===== config.mk =====
export PLATFORM = sky130hd
export DESIGN_NAME = scan_loader
export DESIGN_NICKNAME = d
export VERILOG_FILES = /design/src/rtl/scan_loader.sv
export SDC_FILE = /design/constraint.sdc
export NUM_CORES = 1
export LEC_CHECK = 0
export ABC_CLOCK_PERIOD_IN_PS = 2300
export CAP_MARGIN = 10
export CORE_ASPECT_RATIO = 2
export CORE_MARGIN = 2
export CORE_UTILIZATION = 52
export CTS_CLUSTER_DIAMETER = 150
export DETAILED_ROUTE_END_ITERATION = 6
export GPL_TIMING_DRIVEN = 0
export PLACE_DENSITY = 0.84
export REMOVE_ABC_BUFFERS = 1
export SLEW_MARGIN = 20
export SYNTH_ARGS = -nofsm -noshare
export SYNTH_HDL_FRONTEND = slang
export SYNTH_SLANG_ARGS = --single-unit

===== constraint.sdc =====
create_clock -name clk -period 2.3 [get_ports clk]
set_input_delay 0.23 -clock clk [delete_from_list [all_inputs] [get_ports clk]]
set_output_delay 0.23 -clock clk [all_outputs]
set_load 0.02 [all_outputs]

===== src/rtl/scan_loader.sv =====
// scan_loader: byte-stream to serial scan-chain master.
// A command selects a chain; BYTES_PER_CHAIN bytes are shifted out MSB first
// on sin/sclk, with CLK_DIV clk cycles per sclk half-period.
// Optional feature macro: SCAN_READBACK_EN -- when defined, sout is captured on
// every sclk rising edge and each completed byte is presented on byte_out with a
// one-cycle byte_out_valid pulse. When undefined, byte_out/byte_out_valid stay 0.
module scan_loader #(
    parameter int BYTES_PER_CHAIN = 22,
    parameter int BYTE_WIDTH      = 8,
    parameter int CLK_DIV         = 4
) (
    input  logic                  clk,
    input  logic                  rst,
    input  logic                  cmd_valid,
    output logic                  cmd_ready,
    input  logic [2:0]            cmd_addr,
    input  logic [BYTE_WIDTH-1:0] byte_in,
    input  logic                  byte_in_valid,
    output logic                  byte_in_ready,
    output logic [BYTE_WIDTH-1:0] byte_out,
    output logic                  byte_out_valid,
    output logic                  busy,
    output logic                  done,
    output logic                  sclk,
    output logic                  sin,
    output logic                  ssel,
    output logic [2:0]            saddr,
    input  logic                  sout
);

    localparam int DW   = (CLK_DIV > 1) ? $clog2(CLK_DIV) : 1;
    localparam int BITW = (BYTE_WIDTH > 1) ? $clog2(BYTE_WIDTH) : 1;
    localparam int BCW  = $clog2(BYTES_PER_CHAIN + 1);

    typedef enum logic [2:0] {
        ST_IDLE  = 3'd0,
        ST_LOAD  = 3'd1,
        ST_SHIFT = 3'd2,
        ST_TAIL  = 3'd3,
        ST_DONE  = 3'd4
    } state_t;

    state_t                state_q, state_d;
    logic [2:0]            addr_q, addr_d;
    logic [DW-1:0]         div_q, div_d;
    logic [BITW-1:0]       bit_q, bit_d;
    logic [BCW-1:0]        byte_cnt_q, byte_cnt_d;
    logic                  high_q, high_d;
    logic                  sclk_q, sclk_d;
    logic                  sin_q, sin_d;
    logic [BYTE_WIDTH-1:0] shreg_q, shreg_d;
    logic [BYTE_WIDTH-1:0] rx_q, rx_d;
    logic [BYTE_WIDTH-1:0] bo_q, bo_d;
    logic                  bov_q, bov_d;
    logic                  div_end_s;

`ifndef SCAN_READBACK_EN
    logic                  unused_sout_s;
    assign unused_sout_s = sout;
`endif

    assign div_end_s = (div_q == DW'(CLK_DIV - 1));

    // Next-state and datapath: counters advance only inside SHIFT/TAIL and are cleared explicitly.
    always_comb begin
        state_d    = state_q;
        addr_d     = addr_q;
        div_d      = div_q;
        bit_d      = bit_q;
        byte_cnt_d = byte_cnt_q;
        high_d     = high_q;
        sclk_d     = sclk_q;
        sin_d      = sin_q;
        shreg_d    = shreg_q;
        rx_d       = rx_q;
        bo_d       = bo_q;
        bov_d      = 1'b0;
        case (state_q)
            ST_IDLE: begin
                sclk_d = 1'b0;
                if (cmd_valid) begin
                    addr_d     = cmd_addr;
                    byte_cnt_d = '0;
                    state_d    = ST_LOAD;
                end else begin
                    state_d = ST_IDLE;
                end
            end
            ST_LOAD: begin
                sclk_d = 1'b0;
                if (byte_in_valid) begin
                    shreg_d = byte_in;
                    sin_d   = byte_in[BYTE_WIDTH-1];
                    div_d   = '0;
                    bit_d   = '0;
                    high_d  = 1'b0;
                    state_d = ST_SHIFT;
                end else begin
                    state_d = ST_LOAD;
                end
            end
            ST_SHIFT: begin
                if (!div_end_s) begin
                    div_d = div_q + DW'(1);
                end else if (!high_q) begin
                    // End of low half: raise sclk and sample the chain output.
                    div_d  = '0;
                    high_d = 1'b1;
                    sclk_d = 1'b1;
`ifdef SCAN_READBACK_EN
                    rx_d = {rx_q[BYTE_WIDTH-2:0], sout};
                    if (bit_q == BITW'(BYTE_WIDTH - 1)) begin
                        bo_d  = {rx_q[BYTE_WIDTH-2:0], sout};
                        bov_d = 1'b1;
                    end else begin
                        bov_d = 1'b0;
                    end
`endif
                end else if (bit_q == BITW'(BYTE_WIDTH - 1)) begin
                    // End of the last bit's high half: byte finished.
                    div_d      = '0;
                    high_d     = 1'b0;
                    sclk_d     = 1'b0;
                    byte_cnt_d = byte_cnt_q + BCW'(1);
                    if ((byte_cnt_q + BCW'(1)) < BCW'(BYTES_PER_CHAIN)) begin
                        state_d = ST_LOAD;
                    end else begin
                        state_d = ST_TAIL;
                    end
                end else begin
                    // Start the next bit's low half; sin moves only here.
                    div_d   = '0;
                    high_d  = 1'b0;
                    sclk_d  = 1'b0;
                    bit_d   = bit_q + BITW'(1);
                    shreg_d = {shreg_q[BYTE_WIDTH-2:0], 1'b0};
                    sin_d   = shreg_q[BYTE_WIDTH-2];
                end
            end
            ST_TAIL: begin
                sclk_d = 1'b0;
                if (div_end_s) begin
                    div_d   = '0;
                    state_d = ST_DONE;
                end else begin
                    div_d = div_q + DW'(1);
                end
            end
            ST_DONE: begin
                sclk_d  = 1'b0;
                state_d = ST_IDLE;
            end
            default: begin
                sclk_d  = 1'b0;
                state_d = ST_IDLE;
            end
        endcase
    end

    // State and datapath registers with synchronous reset taking priority.
    always_ff @(posedge clk) begin
        if (rst) begin
            state_q    <= ST_IDLE;
            addr_q     <= 3'd0;
            div_q      <= '0;
            bit_q      <= '0;
            byte_cnt_q <= '0;
            high_q     <= 1'b0;
            sclk_q     <= 1'b0;
            sin_q      <= 1'b0;
            shreg_q    <= '0;
            rx_q       <= '0;
            bo_q       <= '0;
            bov_q      <= 1'b0;
        end else begin
            state_q    <= state_d;
            addr_q     <= addr_d;
            div_q      <= div_d;
            bit_q      <= bit_d;
            byte_cnt_q <= byte_cnt_d;
            high_q     <= high_d;
            sclk_q     <= sclk_d;
            sin_q      <= sin_d;
            shreg_q    <= shreg_d;
            rx_q       <= rx_d;
            bo_q       <= bo_d;
            bov_q      <= bov_d;
        end
    end

    assign cmd_ready      = (state_q == ST_IDLE);
    assign byte_in_ready  = (state_q == ST_LOAD);
    assign busy           = (state_q != ST_IDLE);
    assign done           = (state_q == ST_DONE);
    assign ssel           = (state_q == ST_LOAD) || (state_q == ST_SHIFT) || (state_q == ST_TAIL);
    assign saddr          = ssel ? addr_q : 3'd0;
    assign sclk           = sclk_q;
    assign sin            = sin_q;
    assign byte_out       = bo_q;
    assign byte_out_valid = bov_q;

endmodule


==> metrics.yaml <==
row_count: 26
critPathCaptureType: "output pin"
synth.avg_cell_area_um2: 8.40
start_util_pct: 54.6
finalClockSkew_ns: 0.00508
worstPathRequired_ns: 2.07
dp_hpwl_um: 2190
gp_congestion: 0.760
grt_pass1_vias: 1155
reg2reg_from: "bit_q[0]$_SDFFE_PP0P_"
overflow: 0
grt_setup_unrepaired: "no"
async_reset_ff_share_pct: 0
cts_setup_buffers: 0
core_area_um2: 2570
placed_cell_area_um2: 1580
path_clk_slew_ns: 0.09
cts_buffer_depth: 2
firstDrtPassIters: 4
numCtsBuffers: 3
die-area_um2: 3150
fin_crit_sh_pct: 92.1
drive_above_1_share_pct: 5.41
min_period_ns: 2.12
cap_viol_max_count: 0
hp-class: "flip-flop to flip-flop"
seqCellArea_um2: 522
setup-tns-final_ns: 0
pin_count: 35
synth_seq_cells: 26
cts_tree: "built"
cts_root_buffer: "clkbuf_8"
synthFlopType: "dfxtp_1"
maxSlewViolCount: 0
routedWlPerCell_um: 13.7
design_area_um2: 1650
areaGrowthSynthToFinish_pct: 17.8
worstPathArrival_ns: 1.89
yosysWarnings: 0
worstPathMaxFanout: 14
endpoint: "saddr[1]"
reg2regPathDepth: 6
nFillCells: 220
h-tree-depth: 1
reg2reg_to: "shreg_q[6]$_SDFFE_PP0P_"
drtIter0Drc: 19
cts.sinks: 26
final_cell_mix: "dfxtp_1 (25), clkdlybuf4s50_1 (24), nand2_1 (23), nor2_1 (21), a21oi_1 (14)"
crit_type: "flip-flop to output pin"
finalSetupViolCount: 0
powerDensity_nw_per_um2: 638
ant_nets: 0
yosysSeqAreaShare_pct: 37.1
leakagePower_nw: 0.624
cp-startpoint: "state_q[0]$_SDFFE_PP0P_"
fmax_ghz: 0.472
num-nets-final: 206
synthCells: 167
reg2reg_slack_ns: 0.34
peakVddDrop_v: 0.000450
antenna_found_initial: 0
drt_wl_total_um: 2910
cp-start-kind: "flip-flop"
status: "complete, no violations"
grt_max_degree: 28
synthDistinctLibCells: 37
tightest_slew_ns: 1.01
hold_buffers: 0
io_buffers: 24
drc: 0
final_common_cell: "dfxtp_1"
syn_area_um2: 1400
die_y_um: 77.4
vias: 1181
viasPerCell: 5.54
grt_pass1_wl_um: 4770
multiInputGateArea_um2: 773
die_w_um: 40.7
synth_edf_count: 0
insertion_delay_ns: 0.27
grt_usage_pct: 20.7
slew_headroom_pct: 32.7
final_util_pct: 64.3
diodes: 0
hold_violations: 0
## sequential cells by signal (all words and copies together) (netlist names)
name,count
shreg_q,7
byte_cnt_q,5
addr_q,3
bit_q,3
state_q,3
div_q,2
high_q,1
sclk,1
sin,1
## cell usage after synthesis (2+ instances only)
cell	number	area, um2
dfxtp_1	26	521
nand2_1	23	86.3
nor2_1	21	78.8
a21oi_1	14	70.1
buf_4	9	67.6
a311oi_1	7	61.3
and2_1	7	43.8
nand3_1	7	35.0
o21ai_1	5	25.0
ha_1	4	50.1
mux2i_1	4	40.0
buf_2	3	15.0
buf_6	3	33.8
clkbuf_1	3	11.3
inv_1	3	11.3
a211oi_1	2	15.0
nand2b_1	2	12.5
nor2b_1	2	12.5
nor3_1	2	10.0
or3b_1	2	17.5
xor2_1	2	17.5
## critical path, cell delays in order, from the launching register on
cell and delay (ns):
dfxtp_1 0.58, nor2_1 0.09, nor2_1 0.19, and2_1 0.16, clkdlybuf4s50_1 0.60
## power breakdown
part	leakage, nW	switching [mW]	internal, mW
sequential	0.212	0.0205	0.470
clock	0.0357	0.142	0.233
combinational	0.377	0.102	0.0863
total	0.624	0.265	0.789
## per-stage QoR
| step | hold slack (ns) | instances | power [mW] | setup slack, ns |
|---|---|---|---|---|
| global route | 0.488 | 213 | 1.10 | 0.0307 |
| detailed placement | 0.451 | 209 | 0.690 | 0.308 |
| finish | 0.458 | 213 | 1.05 | 0.181 |
| global placement | 0.442 | 209 | 0.682 | 0.366 |
| CTS | 0.464 | 213 | 1.06 | 0.130 |
| floorplan | 0.299 | 157 | 0.608 | 0.669 |
## how the worst min path moves through the flow
stage,from,to,depth (start not counted)
5_1_grt,shreg_q[0]$_SDFFE_PP0P_,shreg_q[0]$_SDFFE_PP0P_,2
2_1_floorplan,rst,bit_q[1]$_SDFFE_PP0P_,1
3_3_place_gp,bit_q[2]$_SDFFE_PP0P_,bit_q[2]$_SDFFE_PP0P_,2
6_report,shreg_q[0]$_SDFFE_PP0P_,shreg_q[0]$_SDFFE_PP0P_,2
4_1_cts,shreg_q[0]$_SDFFE_PP0P_,shreg_q[0]$_SDFFE_PP0P_,2
3_5_place_dp,shreg_q[0]$_SDFFE_PP0P_,shreg_q[0]$_SDFFE_PP0P_,2
## routing by layer
metal	GRT usage, %	share of wire, %	routed length, um
met1	21.8	39	1140
met2	37.5	56	1630
met3	2.57	3.0	87
met4	7.33	1.9	55
met5	0	0	0
## kinds of logic after synthesis
group,count (synthesis),share of synthesized area (%)
AO/OA/AOI/OAI,36,17.8
XOR/XNOR,2,1.25
adder cells (fa/ha/maj),4,3.57
buffers and inverters,21,9.90
flip-flops,26,37.1
multiplexers,4,2.85
other,1,0.267
AND/OR/NAND/NOR,73,27.2
## area by class of cell
type                            count  area share [%]
Clock inverter                      1            1.82
Tap cell                           28            2.12
Clock buffer                        3            2.50
Inverter                            3           0.681
Multi-Input combinational cell    128            46.8
Sequential cell                    26            31.6
Timing Repair Buffer               24            14.5
## timing repair
action,CTS,global route
hold endpoints to repair,0,0
resized for setup,0,1
endpoints found under the setup margin,0,1
Power figures use the tool's default switching activity.
==> RTL change 1 (config.mk and constraints unchanged) <==
The 5 states of `state_t` get a one-hot encoding in 5 bits.
--- a/src/rtl/scan_loader.sv
+++ b/src/rtl/scan_loader.sv
@@ -34,8 +34,8 @@
 
-    typedef enum logic [2:0] {
-        ST_IDLE  = 3'd0,
-        ST_LOAD  = 3'd1,
-        ST_SHIFT = 3'd2,
-        ST_TAIL  = 3'd3,
-        ST_DONE  = 3'd4
+    typedef enum logic [4:0] {
+        ST_IDLE  = 5'b00001,
+        ST_LOAD  = 5'b00010,
+        ST_SHIFT = 5'b00100,
+        ST_TAIL  = 5'b01000,
+        ST_DONE  = 5'b10000
     } state_t;
Formal check against the unedited RTL: same outputs for any inputs over 10 cycles, from zero or initial values and one cycle with rst high; not proved beyond that.
==> RTL change 1 against the unedited design <==
  * Design area is 21% higher
  * Register-to-register slack worse by 0.17 ns
  * Synthesized area is 19% higher
  * Setup slack worse by 0.060 ns
  * Sequential power is 3% higher
  * Combinational power is 27% lower
  * Clock power is 17% lower
  * Wire length is 29% higher
  * Final cell count is 13% higher
  * Critical path depth is 1 higher
  * Core utilization hardly changed
  * Sequential cell count is 2 higher
  * First-iteration DRC count grew to 2.6 times the old value
  * Highest routed layer unchanged
  * Total power is 9.6% lower
==> RTL change 1: results <==
cells_and_area:
  nMultiInputCombCells: 136
  nets: 231
  nNonClkBuffers: 35
  multi_input_area_sq_um: 995
  clk_share_pct: 2.74
  fillers: 275
setup_path:
  cp-startpoint: "state_q[2]"
  critPathCapture: "saddr[0]"
  max_stage_delay_ns: 0.53
  path_max_fanout: 9
  r2r-end: "byte_cnt_q[4]"
  ff2ff_path_depth: 4
  rrSetupSlack_ns: 0.17
grt:
  grt_usage_pct: 20.9
  grt_pass1_wl_mm: 6.11
  grt_pass1_vias: 1411
status:
  outcome: "finished, final reports clean"
yosys:
  synth_cell_type_count: 54
  synth_common_cells: "dfxtp_1, nand2_1, a21oi_1, buf_4, a311oi_1"
  yosys-top-cells-area: "dfxtp_1, buf_4, a21oi_1"
pwr:
  switching_share_pct: 25.4
  p_leak_nw: 0.822
placement:
  dp_hpwl_mm: 2.75
  placed_cells: 227
sta:
  skew_ns: 0.0116
  finalCritPeriodShare_pct: 94.7
  clock.fmax_mhz: 459
drt:
  first_iter_violations: 49
  routed_via_density: 6.20
hold_path:
  worstHoldEndpoint: "addr_q[1]"
-- RTL change 1: changes by cell type after synthesis, sizes merged, moves of 4 or more --
cell,delta
inv,+4
nor2,-16
buf,+4
a311oi,+4
nand2,-8
nand3,-5
and3,+4
-- RTL change 1: through the flow --
step,area [sq um],hold slack [ns]
after global placement,1840,0.438
after floorplan,1560,0.298
after CTS,1900,0.463
after global routing,2010,0.494
after detailed placement,1850,0.449
final,2010,0.461
-- RTL change 1: per-layer routing --
| layer | vias up | GRT usage [%] | routed length, um |
|---|---|---|---|
| li1 | 726 | - | - |
| met5 | - | 0 | 0 |
| met3 | 12 | 2.37 | 129 |
| met1 | 708 | 22.1 | 1350 |
| met2 | 49 | 38.6 | 2150 |
| met4 | 0 | 9.37 | 112 |
-- RTL change 1: logic make-up after synthesis --
group,share of synthesized area [%]
other,0.224
AOI/OAI and AO/OA,26.6
and+or+nand+nor,21.1
DFF,33.5
buffers and inverters,10.2
muxes,4.86
xor gates and xnor gates,0.523
adders and majority gates,2.99
==> RTL change 2 (config.mk and constraints unchanged) <==
Without the edit above. `CLK_DIV`: 4 -> 2.
--- a/src/rtl/scan_loader.sv
+++ b/src/rtl/scan_loader.sv
@@ -9,3 +9,3 @@
     parameter int BYTE_WIDTH      = 8,
-    parameter int CLK_DIV         = 4
+    parameter int CLK_DIV         = 2
 ) (
Behaviour: not the same (Yosys sat finds a counterexample within 10 cycles, from zero or initial values and one cycle with rst high).
==> RTL change 2 against the unedited design <==
  * Setup slack improved by 0.071 ns
  * Total power is 9.1% lower
  * Global-route usage up 0.45 points
  * Sequential cell count is 1 lower
  * Synthesized area fell by 6.3%
  * Design area fell by 4.5%
  * Non-clock buffer count grew 1
  * Wire length fell by 3.0%
  * Clock power down 31%
  * Combinational power grew 15%
  * Critical path depth stayed put
  * Count of clock-buffer cells in the layout unchanged
  * Sequential share of layout area is 0.29 points higher
==> RTL change 2: results <==
grt:
  grt_pass1_wl_mm: 4.56
  grtUsageMet1_pct: 22.9
  antenna_found_initial: 0
  met3_usage_pct: 2.06
  grt_max_degree: 28
  met2_usage_pct: 40.1
  grt_pass1_vias: 1088
  grt_usage_pct: 21.1
cells_and_area:
  nets: 198
  layout-drive-gt1-share_pct: 7.30
  top_regs: "shreg_q x7, byte_cnt_q x5"
  diodes: 0
yosys:
  synth_cell_type_count: 36
  async_flop_share_pct: 0
  yosys-top-cells-area: "dfxtp_1, nand2_1, buf_4"
  synth_common_cells: "dfxtp_1, nand2_1, nor2_1, a21oi_1, buf_4"
  ys_seq_area_share_pct: 38.1
  ys_warn_count: 0
drt:
  vias: 1174
  wl_met1_mm: 1.06
  firstDrtPassIters: 4
  wl_met2_mm: 1.65
  wl_per_cell_um: 13.8
  ant_nets: 0
  first_iter_violations: 23
  dr.max_layer_used: "met4"
  dr_wl_met3_um: 91
pwr:
  vdd_drop_max_mv: 0.456
  p_leak_nw: 0.604
cts:
  htreeDepth: 1
  clk_latency_ns: 0.27
  clk_pin_slew_worst_paths_ns: 0.08
  clock_path_buffers: 2
  numCtsBuffers: 3
placement:
  placed_area_sq_um: 1510
  dp_hpwl_mm: 2.08
  portBuffers: 24
  pre_cts_ws_ns: 0.131
  gp_congestion: 0.811
hold_path:
  whs_path_depth: 2
  hold_path_class: "reg -> reg"
status:
  outcome: "finished, final reports clean"
setup_path:
  ff2ff_path_depth: 4
  path_max_fanout: 13
  crit_slowest_cell: "clkdlybuf4s50_1"
  max_stage_delay_ns: 0.60
  cp_data_arrival_time_ns: 1.82
sta:
  skew_ns: 0.00471
  worst_slew_pin_slew_ns: 0.962
[RTL change 2: stage by stage]
stage | setup TNS, ns | hold slack [ns] | power [mW] | cells
floorplan | 0 | 0.299 | 0.611 | 149
finish | 0 | 0.470 | 0.958 | 205
global route | 0 | 0.499 | 1.00 | 205
global placement | -0.695 | 0.443 | 0.692 | 200
CTS | 0 | 0.475 | 0.959 | 204
detailed placement | 0 | 0.464 | 0.700 | 200
[RTL change 2: worst max-delay path: cells and delay by family (launching register included)]
kind / cells / cell delay, ns
DFF: 1 / 0.47
buffers and inverters: 1 / 0.60
and+or+nand+nor: 3 / 0.48
[RTL change 2: path summary, 6_finish.rpt]
kind / from / endpoint / slack (ns)
min reg2reg: bit_q[1] / bit_q[1] / 0.47
max: state_q[0] / saddr[2] / 0.25
max reg2reg: state_q[1] / byte_cnt_q[0] / 0.37
min: bit_q[1] / bit_q[1] / 0.47
[RTL change 2: logic make-up after synthesis]
family	share of synthesized area [%]
fa+ha+maj	2.86
compound gates	17.8
flops	38.1
mux	3.05
other cells	0.285
simple gates	27.8
buf+inv	9.43
xor+xnor	0.667
[RTL change 2: final cells by class]
class	instances	area (sq um)
Timing Repair Buffer	25	260
Sequential cell	25	503
Clock buffer	3	41.3
Tap cell	27	33.8
Clock inverter	1	5.00
Multi-Input combinational cell	121	724
Fill cell	218	798
Inverter	3	11.3
[RTL change 2: where the power goes]
group          leakage [nW]  switching [mW]  internal, mW  total (mW)
Combinational         0.375           0.114         0.103       0.217
Sequential            0.204          0.0257         0.456       0.482
Clock                0.0255           0.138         0.121       0.259
Total                 0.604           0.278         0.680       0.958
[RTL change 2: what timing repair did]
action / CTS / global route
endpoints found under the setup margin: 0 / 13
resized for setup: 0 / 2
buffers inserted: 0 / 1
hold buffers: 0 / 0
